### src/rtl/wb_rr_arbiter_pkg.sv
// wb_rr_arbiter_pkg: FSM encoding, default error data and a width helper
// shared by the round-robin Wishbone arbiter and its picker.
package wb_rr_arbiter_pkg;

    localparam logic [1:0] ST_IDLE    = 2'd0;
    localparam logic [1:0] ST_BUSY    = 2'd1;
    localparam logic [1:0] ST_RELEASE = 2'd2;

    localparam logic [31:0] ERR_RDATA_DEF = 32'hdead_beef;

    // Index width for v entries, never below one bit.
    function automatic int clog2(input int v);
        int r;
        r = 1;
        while ((1 << r) < v) r++;
        return r;
    endfunction

endpackage

### src/rtl/wb_rr_arbiter_rr_pick.sv
// rr_pick: combinational rotating-priority picker; the first requester at or
// after last+1 (mod N) wins, reported both one-hot and as an index.
module rr_pick #(
    parameter int N  = 2,
    parameter int IW = 1
) (
    input  logic [N-1:0]  req_i,
    input  logic [IW-1:0] last_i,
    output logic [N-1:0]  gnt_o,
    output logic [IW-1:0] idx_o
);

    logic [IW-1:0] c;

    // Scan from the farthest candidate down so the nearest requester overwrites.
    always_comb begin
        idx_o = '0;
        c     = '0;
        for (int k = N; k >= 1; k--) begin
            c = IW'((int'(last_i) + k) % N);
            if (req_i[c]) idx_o = c;
        end
        gnt_o        = '0;
        gnt_o[idx_o] = |req_i;
    end

endmodule

### src/rtl/wb_rr_arbiter.sv
// wb_rr_arbiter: round-robin arbiter sharing one Wishbone slave between N
// masters, holding each grant for a whole transaction, with a hung-cycle watchdog.
module wb_rr_arbiter
    import wb_rr_arbiter_pkg::*;
#(
    parameter int          N         = 2,
    parameter int          AW        = 24,
    parameter int          TW        = 8,
    parameter int          TIMEOUT   = 200,
    parameter logic [31:0] ERR_RDATA = ERR_RDATA_DEF
) (
    input  logic            clk,
    input  logic            rst_n,
    input  logic [N*AW-1:0] m_addr,
    input  logic [N*32-1:0] m_wdata,
    input  logic [N-1:0]    m_we,
    input  logic [N-1:0]    m_cyc,
    output logic [N-1:0]    m_ack,
    output logic [31:0]     m_rdata,
    output logic [AW-1:0]   s_addr,
    output logic [31:0]     s_wdata,
    output logic            s_we,
    output logic            s_cyc,
    input  logic            s_ack,
    input  logic [31:0]     s_rdata,
    output logic [N-1:0]    grant,
    output logic            err_stb,
    output logic [7:0]      err_cnt
);

    localparam int IW = clog2(N);

    logic [1:0]    state_q, state_d;
    logic [N-1:0]  grant_q, grant_d, pick_gnt;
    logic [IW-1:0] gidx_q, gidx_d, last_q, last_d, pick_idx;
    logic [TW-1:0] cnt_q, cnt_d;
    logic [7:0]    err_cnt_q, err_cnt_d;
    logic          busy, g_cyc, tmo, done;

    rr_pick #(.N(N), .IW(IW)) u_pick (
        .req_i  (m_cyc),
        .last_i (last_q),
        .gnt_o  (pick_gnt),
        .idx_o  (pick_idx)
    );

    assign busy  = state_q == ST_BUSY;
    assign g_cyc = |(m_cyc & grant_q);
    // A real ack in the timeout cycle suppresses the watchdog.
    assign tmo   = busy && g_cyc && !s_ack && cnt_q == TW'(TIMEOUT - 1);
    assign done  = busy && g_cyc && (s_ack || tmo);

    assign s_cyc   = busy && g_cyc && !tmo;
    assign m_ack   = done ? grant_q : '0;
    assign m_rdata = !done ? '0 : s_ack ? s_rdata : ERR_RDATA;
    assign s_addr  = m_addr[int'(gidx_q) * AW +: AW];
    assign s_wdata = m_wdata[int'(gidx_q) * 32 +: 32];
    assign s_we    = m_we[gidx_q];
    assign grant   = grant_q;
    assign err_stb = tmo;
    assign err_cnt = err_cnt_q;

    always_comb begin
        state_d   = state_q;
        grant_d   = grant_q;
        gidx_d    = gidx_q;
        last_d    = last_q;
        cnt_d     = busy ? cnt_q + TW'(1) : '0;
        err_cnt_d = (tmo && err_cnt_q != 8'hff) ? err_cnt_q + 8'd1 : err_cnt_q;
        if (state_q == ST_IDLE && |m_cyc) begin
            state_d = ST_BUSY;
            grant_d = pick_gnt;
            gidx_d  = pick_idx;
            last_d  = pick_idx;
        end else if ((busy && !g_cyc) || (!busy && state_q != ST_IDLE)) begin
            state_d = ST_IDLE;
            grant_d = '0;
        end else if (done) begin
            state_d = ST_RELEASE;
        end
    end

    always_ff @(posedge clk or negedge rst_n) begin
        if (!rst_n) begin
            state_q   <= ST_IDLE;
            grant_q   <= '0;
            gidx_q    <= '0;
            last_q    <= IW'(N - 1);
            cnt_q     <= '0;
            err_cnt_q <= '0;
        end else begin
            state_q   <= state_d;
            grant_q   <= grant_d;
            gidx_q    <= gidx_d;
            last_q    <= last_d;
            cnt_q     <= cnt_d;
            err_cnt_q <= err_cnt_d;
        end
    end

endmodule

### config.mk
export PLATFORM = sky130hd
export DESIGN_NAME = wb_rr_arbiter
export DESIGN_NICKNAME = d
export VERILOG_FILES = /design/src/rtl/wb_rr_arbiter_pkg.sv /design/src/rtl/wb_rr_arbiter_rr_pick.sv /design/src/rtl/wb_rr_arbiter.sv
export SDC_FILE = /design/constraint.sdc
export NUM_CORES = 1
export LEC_CHECK = 0
export ABC_CLOCK_PERIOD_IN_PS = 1900
export CAP_MARGIN = 10
export CORE_AREA = 2 2 98 100
export DETAILED_ROUTE_END_ITERATION = 12
export DIE_AREA = 0 0 100 102
export DONT_BUFFER_PORTS = 1
export GPL_TIMING_DRIVEN = 0
export HOLD_SLACK_MARGIN = 0.12
export PLACE_DENSITY_LB_ADDON = 0.25
export SLEW_MARGIN = 20
export SYNTH_ARGS = -nofsm -noshare
export SYNTH_HDL_FRONTEND = slang
export SYNTH_SLANG_ARGS = --single-unit
### constraint.sdc
create_clock -name clk -period 1.9 [get_ports clk]
set_input_delay 0.38 -clock clk [delete_from_list [all_inputs] [get_ports clk]]
set_output_delay 0.38 -clock clk [all_outputs]
set_load 0.03 [all_outputs]
==> results.json <==
{
  "root_buffer": "clkbuf_8",
  "fmax_ghz": 0.459,
  "io_pins": 254,
  "stdcell_area_sq_um": 3070,
  "ctsHtreeMaxLevel": 1,
  "met1_length_mm": 3.54,
  "clkSlewWorstSetupHoldPaths_ps": 80,
  "ant_nets": 0,
  "drive_gt1_frac": 0.606,
  "report.final.slew_viol_count": 0,
  "drtIter0Drc": 52,
  "place_congestion": 0.746,
  "firstDrtPassIters": 4,
  "synthTopCellsByArea": "mux2_2 32%, dfrtp_1 26%, a21oi_1 6.5%",
  "die_area_sq_um": 10200,
  "holdCritStartpoint": "m_cyc[0]",
  "netlist_instances": 227,
  "syn_to_final_growth_pct": 53.6,
  "wirelength_mm": 9.28,
  "cap_violations": 0,
  "rows": 35,
  "yosysSeqAreaShare": 0.276,
  "antennaDiodeCount": 0,
  "r2r_slack_ps": -110,
  "route.vias.total": 1939,
  "io_buffers": 0,
  "period_share": 1.15,
  "setup_viol": 42,
  "ff2ff_path_depth": 5,
  "layout.nets": 413,
  "worstHoldEndpoint": "last_q",
  "hold_viol": 0,
  "pwr-share-seq": 0.178,
  "fillers": 927,
  "setup_slack_ps": -277,
  "grt_max_degree": 23,
  "viasPerCell": 5.24,
  "cts_buffers": 3,
  "fin_crit_ps": 2180,
  "violations": "setup timing",
  "synth_flop_cell": "dfrtp_1",
  "critPathLaunchType": "register",
  "net-switching-power_mw": 2.20,
  "drc": 0,
  "die_x_microns": 100,
  "r2r_end": "err_cnt[6]",
  "crit_type": "register to output port",
  "grt_pass1_wl_mm": 12.1,
  "gr-total-overflow": 0,
  "hold_depth": 1,
  "synth_top_area_share": 0.322,
  "leakage_nw": 1.30,
  "status": "complete, but fails checks",
  "skew_ps": 1.90,
  "async_reset_ff_frac": 1.00,
  "hold_slack_ps": 171,
  "grt_pass1_vias": 1925,
  "synthesis.nets": 380,
  "initial_core_util": 0.219,
  "min_path_type": "input pin to register",
  "dr_wl_met2_mm": 4.74,
  "worstMarginPinSlew_ps": 1100,
  "crit_arrival_ps": 1800,
  "clock-sinks": 22,
  "combPwrFrac": 0.744,
  "syn_area_per_cell_sq_um": 8.79,
  "dpl.hpwl_mm": 7.19,
  "yosysUniqueCellTypes": 33,
  "cp_max_fo": 6,
  "core_sq_um": 9110,
  "p_int_mw": 1.71,
  "synth_largest_area_cell": "mux2_2",
  "insertion_delay_ps": 260,
  "rsz0062_at_grt": "true",
  "synth_warnings": 0,
  "clockBufferDepth": 2,
  "wl_met3_microns": 973,
  "dpl_cell_area_sq_um": 2360,
  "groute.usage.overall": 0.161,
  "p_per_area_nw_per_um2": 1270,
  "cts_tree": "yes",
  "irDropWorstVdd_mv": 0.448,
  "wl_per_cell_microns": 25.1,
  "final_common_cell": "mux2_2",
  "synth_edf_count": 0,
  "synth_area_sq_um": 2000,
  "slew_headroom": 0.264,
  "cp_data_required_time_ps": 1520,
  "antenna_found_initial": 2,
  "die_height_microns": 102,
  "ys_ff_latch": 22,
  "p_clk_frac": 0.078,
  "swShare": 0.563,
  "routed.top_layer": "met5",
  "reg2reg_from": "grant[0]",
  "layout_common_cells": "38 x mux2_2, 28 x inv_1, 24 x a21oi_4",
  "end_kind": "output port"
}
## layer usage
metal	global-route usage	vias up
met1	0.198	957
met2	0.283	122
met5	0	-
li1	-	852
met4	0	4
met3	0.0670	4
## repair_timing
| action | CTS | global route |
|---|---|---|
| hold buffers | 1 | 1 |
| hold endpoints to repair | 22 | 11 |
| gates resized for setup | 98 | 5 |
| setup endpoints to repair | 100 | 46 |
| setup buffers | 19 | 6 |
| cloned | 3 | 0 |
| pin swaps | 21 | 10 |
## Yosys cell counts (2+ instances only)
| cell | number |
|---|---|
| buf_1 | 5 |
| inv_1 | 29 |
| nand4_1 | 2 |
| ha_1 | 2 |
| dfrtp_1 | 21 |
| a22o_1 | 2 |
| and3_1 | 9 |
| nand3_1 | 5 |
| xnor2_1 | 3 |
| mux2_2 | 57 |
| a31oi_1 | 3 |
| clkbuf_1 | 8 |
| nor3_1 | 5 |
| a21oi_1 | 26 |
| nand2_1 | 7 |
| xor2_1 | 7 |
| nor2_1 | 14 |
| nand2b_1 | 2 |
| mux2_1 | 2 |
| o21ai_0 | 4 |
| nor4_1 | 2 |
## power by group through the flow
stage	logic (mW)	registers (mW)	clock network (mW)
floorplan	2.10	0.660	0
global placement	2.41	0.703	0
CTS	2.89	0.697	0.316
global route	3.04	0.712	0.337
finish	2.91	0.695	0.306
detailed placement	2.42	0.705	0
## worst max path at each step
stage / end / from / slack, ps / depth (start not counted)
floorplan: m_rdata[27] / s_ack / -100 / 6
global placement: s_wdata[25] / gidx_q / -360 / 3
detailed placement: s_wdata[25] / gidx_q / -390 / 3
CTS: m_rdata[7] / cnt_q[0] / -340 / 6
global route: m_rdata[30] / cnt_q[3] / -400 / 5
finish: m_rdata[30] / cnt_q[1] / -280 / 6
## critical path, stage by stage (launching register included)
cell and delay [ps]:
dfrtp_1 400, ha_4 160, nand2_2 60, and4bb_4 370
o21ai_4 110, clkbuf_16 190, a21oi_4 240
## stage by stage
step                 util  total power [mW]  instances  TNS, ps  setup slack (ps)
floorplan               -              2.76        227    -1700             -99.2
global placement    0.260              3.11        338   -16540              -355
detailed placement  0.260              3.12        338   -17310              -394
CTS                 0.331              3.90        365   -10030              -344
global route        0.337              4.08        370   -12570              -399
finish              0.337              3.91        370    -8430              -277
## final cells by class
type,instances,area [sq um],area share
inverter,29,113,0.0367
timing repair buffer,29,253,0.0824
buffer,13,129,0.0420
sequential,22,557,0.182
clock buffer,4,45.0,0.0147
multi-input combinational,162,1830,0.597
tap,111,139,0.0453
## sequential cells by signal, summed over array words and instances (netlist names)
register / count
cnt_q: 8
grant: 2
gidx_q: 1
err_cnt: 8
last_q: 1
state_q: 2
## cell families (layout without fill, tap and decap cells)
family	count (synthesis)	in the layout	synth area share
buffers and inverters	44	75	0.0871
AND/OR/NAND/NOR	51	51	0.138
XOR/XNOR	10	10	0.0439
flip-flops	22	22	0.276
AO/OA/AOI/OAI	39	40	0.109
multiplexers	59	59	0.333
adder cells (fa/ha/maj)	2	2	0.0125
(Power assumes the default switching activity.)
